[config.mk]
export PLATFORM = sky130hd
export DESIGN_NAME = paddle_ctrl
export DESIGN_NICKNAME = d
export VERILOG_FILES = /design/src/rtl/paddle_ctrl.sv
export SDC_FILE = /design/constraint.sdc
export NUM_CORES = 1
export LEC_CHECK = 0
export CORE_MARGIN = 4
export CORE_UTILIZATION = 55
export CTS_CLUSTER_SIZE = 20
export DETAILED_ROUTE_END_ITERATION = 10
export GPL_ROUTABILITY_DRIVEN = 0
export PLACE_DENSITY = 0.77
export SYNTH_ARGS = -nofsm -noshare
export SYNTH_HDL_FRONTEND = slang
export SYNTH_SLANG_ARGS = --single-unit
[constraint.sdc]
create_clock -name clk -period 3.2 [get_ports clk]
set_input_delay 0.64 -clock clk [delete_from_list [all_inputs] [get_ports clk]]
set_output_delay 0.64 -clock clk [all_outputs]
set_load 0.005 [all_outputs]
[src/rtl/paddle_ctrl.sv]
// Breakout paddle controller: resynchronises keyboard levels and steps a clamped paddle position once per motion tick.
// Optional hold-to-accelerate behaviour is built only when PADDLE_ACCEL_EN is defined.
module paddle_ctrl #(
  parameter int SCREEN_W = 640,
  parameter int PADDLE_W = 80,
  parameter int TICK_DIV = 1666667,
  parameter int X_W      = 10
) (
  input  logic           clk,
  input  logic           rst_n,
  input  logic           left,
  input  logic           right,
  input  logic [3:0]     level,
  output logic [X_W-1:0] paddle_x,
  output logic           tick,
  output logic [3:0]     level_q,
  output logic           level_chg,
  output logic [1:0]     dir
);

  localparam int             XMAX_I = SCREEN_W - PADDLE_W;
  localparam logic [X_W-1:0] XMAX   = X_W'(XMAX_I);
  localparam logic [X_W-1:0] CENTRE = X_W'(XMAX_I / 2);
  localparam int             CNT_W  = (TICK_DIV > 1) ? $clog2(TICK_DIV) : 1;
  localparam logic [CNT_W-1:0] CNT_MAX = CNT_W'(TICK_DIV - 1);

  localparam logic [1:0] DIR_IDLE  = 2'b00;
  localparam logic [1:0] DIR_RIGHT = 2'b01;
  localparam logic [1:0] DIR_LEFT  = 2'b10;

  // Two-flop synchronisers, one per asynchronous input bit: {level, right, left}.
  logic [5:0] async_in;
  logic [5:0] sync_vec;

  assign async_in = {level, right, left};

  genvar gi;
  generate
    for (gi = 0; gi < 6; gi++) begin : g_sync
      logic meta_reg;
      logic sync_reg;

      always_ff @(posedge clk or negedge rst_n) begin
        if (!rst_n) begin
          meta_reg <= 1'b0;
          sync_reg <= 1'b0;
        end else begin
          meta_reg <= async_in[gi];
          sync_reg <= meta_reg;
        end
      end

      assign sync_vec[gi] = sync_reg;
    end
  endgenerate

  logic       l_s;
  logic       r_s;
  logic [3:0] lv_s;

  assign l_s  = sync_vec[0];
  assign r_s  = sync_vec[1];
  assign lv_s = sync_vec[5:2];

  // Motion tick divider; tick is decoded from the registered count.
  logic [CNT_W-1:0] cnt_reg;

  always_ff @(posedge clk or negedge rst_n) begin
    if (!rst_n) begin
      cnt_reg <= '0;
    end else if (cnt_reg == CNT_MAX) begin
      cnt_reg <= '0;
    end else begin
      cnt_reg <= cnt_reg + 1'b1;
    end
  end

  assign tick = (cnt_reg == CNT_MAX);

  // Only levels 1..8 are legal; anything else on the keyboard side is ignored.
  logic lv_legal;
  logic accept;

  assign lv_legal = (lv_s >= 4'd1) && (lv_s <= 4'd8);
  assign accept   = lv_legal && (lv_s != level_q);

  logic       cmd_left;
  logic       cmd_right;
  logic [1:0] dir_cmd;

  assign cmd_left  = l_s & ~r_s;
  assign cmd_right = r_s & ~l_s;
  assign dir_cmd   = cmd_left ? DIR_LEFT : (cmd_right ? DIR_RIGHT : DIR_IDLE);

  logic [X_W:0] step;

`ifdef PADDLE_ACCEL_EN
  // Hold count in effect for this tick: 0 on a new direction, else previous count + 1 (saturating).
  logic [2:0] hold_reg;
  logic [2:0] hold_next;

  always_comb begin
    hold_next = 3'd0;
    if ((dir_cmd != DIR_IDLE) && (dir_cmd == dir)) begin
      hold_next = (hold_reg == 3'd7) ? 3'd7 : hold_reg + 3'd1;
    end
  end

  always_ff @(posedge clk or negedge rst_n) begin
    if (!rst_n) begin
      hold_reg <= 3'd0;
    end else if (accept) begin
      hold_reg <= 3'd0;
    end else if (tick) begin
      hold_reg <= hold_next;
    end
  end

  assign step = (hold_next >= 3'd4) ? (X_W+1)'({level_q, 1'b0}) : (X_W+1)'(level_q);
`else
  assign step = (X_W+1)'(level_q);
`endif

  // Clamped next position; the sum is one bit wider so overflow past XMAX is visible.
  logic [X_W:0]   pos_ext;
  logic [X_W:0]   sum;
  logic [X_W-1:0] pos_next;

  assign pos_ext = {1'b0, paddle_x};

  always_comb begin
    pos_next = paddle_x;
    sum      = pos_ext + step;
    if (cmd_left) begin
      pos_next = (pos_ext < step) ? '0 : X_W'(pos_ext - step);
    end else if (cmd_right) begin
      pos_next = (sum > {1'b0, XMAX}) ? XMAX : X_W'(sum);
    end
  end

  // Level acceptance has priority over a motion step on the same edge.
  always_ff @(posedge clk or negedge rst_n) begin
    if (!rst_n) begin
      paddle_x  <= CENTRE;
      level_q   <= 4'd1;
      level_chg <= 1'b0;
      dir       <= DIR_IDLE;
    end else begin
      level_chg <= accept;
      if (accept) begin
        level_q  <= lv_s;
        paddle_x <= CENTRE;
      end else if (tick) begin
        paddle_x <= pos_next;
        dir      <= dir_cmd;
      end
    end
  end

endmodule
==> run summary, run 1 <==
Status - complete, no violations
Clock buffer depth - 2
Synth Area in XOR/XNOR - 7.944%
Layout cells sized above 1 - 8.923%
Slowest cell on the critical path - or3_1
# setup viols final - 0
Layout Cell Area excl Fill - 3286 um2
WL/cell - 14.82 um
Post-DP HPWL - 4278 um
First-pass GRT wire length - 10180 um
FF+latch count, synth - 50
Crit path max-delay family - simple AND/OR/NAND/NOR gates
CTS Buf Count - 5
Yosys warnings - 0
Die ar. - 6430 um2
Syn Inst Count - 299
Final hold vios - 0
Initial Util - 56.48%
Most frequent cells in the layout - dfrtp_1 (46), nor2_1 (38), nand2_1 (25)
Syn nets - 319
Worst setup startpoint - cnt_reg[7]
Htree depth - 2
Mean post-synth cell area - 9.587 um2
Adder-Cell Fraction of Synth Area - 6.111%
LEAKAGE - 0.001414 uW
Max Slew Vio Count - 0
Final setup margin - 0.2882 ns
Area growth from synthesis to layout - 14.62%
Routed via count - 2266
Main combinational cell family by area after synthesis - simple AND/OR/NAND/NOR gates
Row count - 26
Initial drt markers - 199
Yosys top cell area share - 40.16%
Finished Core Util - 64.74%
Top cells by area, synth - dfrtp_1 (40%), nor2_1 (5.0%), ha_1 (4.4%), xnor2_1 (4.0%), xor2_1 (4.0%)
Ys async rst share - 100.0%
DR vias/cell - 5.737
Clk root buf - clkbuf_8
Max-cap violation count - 0
P per Cell Area - 390.8 nW/um2
Vias in the first global route - 2171
Compound-cell area share of the yosys netlist - 14.75%
DRT antenna net count - 0
Max incr delay on CP - 0.50 ns
Commonest non-fill, non-tap cell in the layout - dfrtp_1
Post-Syn Area - 2866 um2
DIE HEIGHT - 80.19 um
Hold buffers post-CTS - 0
WP data arrival - 2.27 ns
Core box area - 5075 um2
Nets@finish - 344
Post-CTS resize count - 0
Worst reg2reg path depth - 10
Sequential share of the synthesized area - 43.82%
Unrepaired setup endpoints after global routing - false
CP Depth - 5
CTS sink cnt - 50
Setup bufs post-CTS - 0
Relative slew slack - 29.35%
Largest net degree at the start of global routing - 51
Crit end category - output pin
Startpoint Class - flip-flop
GRT Total Usage - 20.44%
Slew @ Worst Pin - 1.060 ns
EDFF count, synth - 0
Worst slack, placed - 0.3108 ns
Hold Crit Depth - 0
Number of buffers inserted by port buffering - 25
R2R Setup Slk - 0.29 ns
Top-level port count - 26
Worst ir drop on vdd - 0.0003484 V
Drt drc - 0
1st-pass router iterations - 4
Area leader, netlist - dfrtp_1
Max FFs per register - 21
CP Buf/Inv Count - 2
Worst hold path class - flip-flop to flip-flop
Reg2reg start - level_q[0]
Area post-placement - 3173 um2
Hold_sp - g_sync[1].meta_reg
Simple-gate share of the synthesized area - 21.08%
Post-synthesis mux area share - 2.619%
Worst EP required - 2.56 ns
Setup tns final - 0 ns
Die W - 80.19 um
Final setup skew - 0.005270 ns
CP Class - flip-flop to output pin
Crit-path max FO - 7
Final min period - 2.912 ns
Final period utilization - 90.99%
CP Cell Sequence - nor4bb_1, nand2_1, or3_1, inv_2, clkdlybuf4s50_1
F_max - 0.3434 GHz
Initial antenna violation count - 0
WL final - 5853 um
CTS tree - yes
Primary FF master, synth - dfrtp_1
Yosys cell types - 59
Final Total Pwr - 1284 uW
Clk slew on worst S/H paths - 0.10 ns
Overflow after GRT - 0
Ant. Diodes - 0
Clk Latency, worst-skew pair - 0.31 ns
[kinds of logic after synthesis]
family	after synthesis
buffers and inverters	25
DFF	50
muxes	7
xor gates and xnor gates	26
adders and majority gates	13
and+or+nand+nor	120
AOI/OAI and AO/OA	58
[synth_stat cells, types with 4 or more instances]
cell type,n
xor2_1,13
a21oi_1,13
ha_1,10
inv_1,14
o211ai_1,5
mux2_2,4
nor2_1,38
nor3_1,8
dfstp_2,4
clkbuf_1,6
nand3_1,14
o21ai_0,12
xnor2_1,13
and3_1,5
nor2b_1,4
nand2_1,25
dfrtp_1,46
[final cells by class]
class | instances | area, um2
flip-flops and latches | 50 | 1256
clock buffers | 5 | 68.82
fillers | 439 | 1789
multi-input cells | 224 | 1505
well taps | 70 | 87.58
inverters | 15 | 56.30
repair buffers | 28 | 267.8
clock inverters | 3 | 43.79
[stage by stage]
step                      cells  hold slack, ns
final                       395          0.3541
after global routing        395          0.3615
after CTS                   395          0.3558
after detailed placement    387          0.3347
after global placement      387          0.3315
after floorplan             299          0.3312
[routing by layer]
| metal | track usage, % | vias to the layer above | wire [um] |
|---|---|---|---|
| li1 | - | 1100 | - |
| met2 | 32.37 | 64 | 2756 |
| met3 | 3.363 | 13 | 248 |
| met5 | 0 | - | 0 |
| met1 | 28.50 | 1089 | 2746 |
| met4 | 6.926 | 0 | 101 |
[worst paths after layout]
| path | to |
|---|---|
| setup / recovery | tick |
| hold / removal | g_sync[1].sync_reg |
| setup reg to reg | paddle_x[2] |
| hold reg to reg | g_sync[1].sync_reg |
| max in group asynchronous | paddle_x[3] |
| min in group asynchronous | paddle_x[9] |
[power breakdown]
group          switching (uW)  total (uW)  internal [uW]
combinational            92.7         162           69.7
sequential               14.9         665            650
clock                     222         456            235
Power figures use the tool's default switching activity.
==> run 2, diff against run 1 <==
--- a/config.mk
+++ b/config.mk
@@ -6,11 +6,11 @@
 export NUM_CORES = 1
 export LEC_CHECK = 0
 export CORE_MARGIN = 4
-export CORE_UTILIZATION = 55
+export CORE_UTILIZATION = 57
 export CTS_CLUSTER_SIZE = 20
 export DETAILED_ROUTE_END_ITERATION = 10
 export GPL_ROUTABILITY_DRIVEN = 0
-export PLACE_DENSITY = 0.77
+export PLACE_DENSITY = 0.79
 export SYNTH_ARGS = -nofsm -noshare
 export SYNTH_HDL_FRONTEND = slang
 export SYNTH_SLANG_ARGS = --single-unit
==> run summary, run 2 (synthesis gave the netlist of run 1 again) <==
Status - complete, no violations (unchanged)
Hold_ws - 0.3544 ns (was 0.3541 ns)
Number of buffers inserted by port buffering - 25 (unchanged)
Slew @ Worst Pin - 1.039 ns (was 1.060 ns)
Largest net degree at the start of global routing - 51 (unchanged)
Clk root buf - clkbuf_8 (unchanged)
F_max - 0.3314 GHz (was 0.3434 GHz)
Worst slack, placed - 0.3016 ns (was 0.3108 ns)
Unrepaired setup endpoints after global routing - false (unchanged)
Overflow after GRT - 0 (unchanged)
Final setup skew - 0.01133 ns (was 0.005270 ns)
Initial Util - 59.90% (was 56.48%)
Multi-input gate area - 1505 um2 (unchanged)
CTS Buf Count - 5 (unchanged)
Grt met1 use - 28.65% (was 28.50%)
Final setup margin - 0.1826 ns (was 0.2882 ns)
Htree depth - 2 (unchanged)
Routed via count - 2213 (was 2266)
Die ar. - 6228 um2 (was 6430 um2)
Final hold vios - 0 (unchanged)
LEAKAGE - 0.001395 uW (was 0.001414 uW)
Max-cap violation count - 0 (unchanged)
Post-CTS resize count - 0 (unchanged)
First-pass GRT wire length - 10160 um (was 10180 um)
Layout cells sized above 1 - 8.359% (was 8.923%)
Clock buffer depth - 2 (unchanged)
Vias in the first global route - 2130 (was 2171)
Setup bufs post-CTS - 0 (unchanged)
Finished Core Util - 68.00% (was 64.74%)
Worst EP required - 2.56 ns (about the same)
Drt drc - 0 (unchanged)
DR vias/cell - 5.674 (was 5.737)
Final min period - 3.017 ns (was 2.912 ns)
GRT Total Usage - 20.53% (was 20.44%)
GR Layer Usage met2 - 33.36% (was 32.37%)
Final Total Pwr - 1219 uW (was 1284 uW)
Initial antenna violation count - 0 (unchanged)
Commonest non-fill, non-tap cell in the layout - dfrtp_1 (unchanged)
Max FFs per register - 21 (unchanged)
Die W - 78.92 um (was 80.19 um)
Nets@finish - 342 (was 344)
WP data arrival - 2.38 ns (was 2.27 ns)
Area growth from synthesis to layout - 13.53% (was 14.62%)
Clk Latency, worst-skew pair - 0.31 ns (about the same)
Crit-path max FO - 10 (was 7)
WL/cell - 15.25 um (was 14.82 um)
Fillers - 383 (was 439)
CTS tree - yes (unchanged)
DRT antenna net count - 0 (unchanged)
Row count - 25 (was 26)
Startpoint Class - flip-flop (unchanged)
Post-DP HPWL - 4432 um (was 4278 um)
Max Slew Vio Count - 0 (unchanged)
1st-pass router iterations - 4 (unchanged)
WL final - 5947 um (was 5853 um)
Ant. Diodes - 0 (unchanged)
# setup viols final - 0 (unchanged)
Final period utilization - 94.29% (was 90.99%)
CP Class - flip-flop to output pin (unchanged)
P per Cell Area - 374.5 nW/um2 (was 390.8 nW/um2)
Worst hold path class - flip-flop to flip-flop (unchanged)
Relative slew slack - 30.73% (was 29.35%)
Crit end category - output pin (unchanged)
Seq. cell area - 1256 um2 (unchanged)
Initial drt markers - 184 (was 199)
Clk slew on worst S/H paths - 0.10 ns (about the same)
Hold buffers post-CTS - 0 (unchanged)
Top-level port count - 26 (unchanged)
Most Crowded Layer GR - met2 (unchanged)
Core box area - 4786 um2 (was 5075 um2)
Most frequent cells in the layout - dfrtp_1 (46), nor2_1 (38), nand2_1 (25) (unchanged)
Worst ir drop on vdd - 0.0002879 V (was 0.0003484 V)
Setup tns final - 0 ns (unchanged)
CTS sink cnt - 50 (unchanged)
Grt met3 use - 2.834% (was 3.363%)
DIE HEIGHT - 78.92 um (was 80.19 um)
run 2: changes by cell type in the layout (fill, tap and decap cells not counted), sizes merged:
cell,before,now
buf,4,2
bufinv,1,0
clkinv,1,2
run 2: worst max-delay path, stage by stage, from the launching register on:
cell	delay, ns
dfrtp_1	0.47
and4bb_1	0.22
nand4_1	0.13
or3_1	0.55
inv_4	0.17
clkdlybuf4s50_1	0.52
run 2: worst paths after layout:
path | slack [ns] | start | cells after the start | end
setup / recovery | 0.18 | cnt_reg[6] | 5 | tick
hold / removal | 0.35 | g_sync[0].meta_reg | 0 | g_sync[0].sync_reg
setup reg to reg | 0.26 | level_q[0] | 10 | paddle_x[6]
hold reg to reg | 0.35 | g_sync[0].meta_reg | 0 | g_sync[0].sync_reg
max in group asynchronous | 2.05 | rst_n | 1 | g_sync[1].sync_reg
min in group asynchronous | 0.50 | rst_n | 1 | level_q[1]
run 2: power by group:
group / leakage [uW] / switching (uW) / internal, uW / total [uW]
logic: 0.000708 / 92.2 / 69.1 / 161
registers: 0.000637 / 15.8 / 650 / 666
clock network: 0.0000502 / 229 / 162 / 391
run 2: cell type report:
cell class	count	area share, %
Inverter	15	1.807
Multi-Input combinational cell	224	46.25
Clock buffer	5	2.115
Timing Repair Buffer	26	7.766
Sequential cell	50	38.60
Tap cell	67	2.576
Clock inverter	3	0.8843
run 2: routing by layer:
layer  part of all wire [%]  vias to the layer above
met1                     46                     1039
met3                    4.4                        7
met2                     48                       66
met4                    1.2                        0
met5                      0                        -
li1                       -                     1101
run 2: through the flow:
step	instances	instance area, um2
after global routing	390	3254
after CTS	390	3252
after floorplan	299	2867
after detailed placement	382	3154
final	390	3254
after global placement	382	3154
==> run 3, diff against run 2 <==
--- a/config.mk
+++ b/config.mk
@@ -10,6 +10,7 @@
 export CTS_CLUSTER_SIZE = 20
 export DETAILED_ROUTE_END_ITERATION = 10
 export GPL_ROUTABILITY_DRIVEN = 0
+export HOLD_SLACK_MARGIN = 0.02
 export PLACE_DENSITY = 0.79
 export SYNTH_ARGS = -nofsm -noshare
 export SYNTH_HDL_FRONTEND = slang
==> results of run 3 <==
Same layout as run 2: the final DEF is identical, and so are final timing and power.
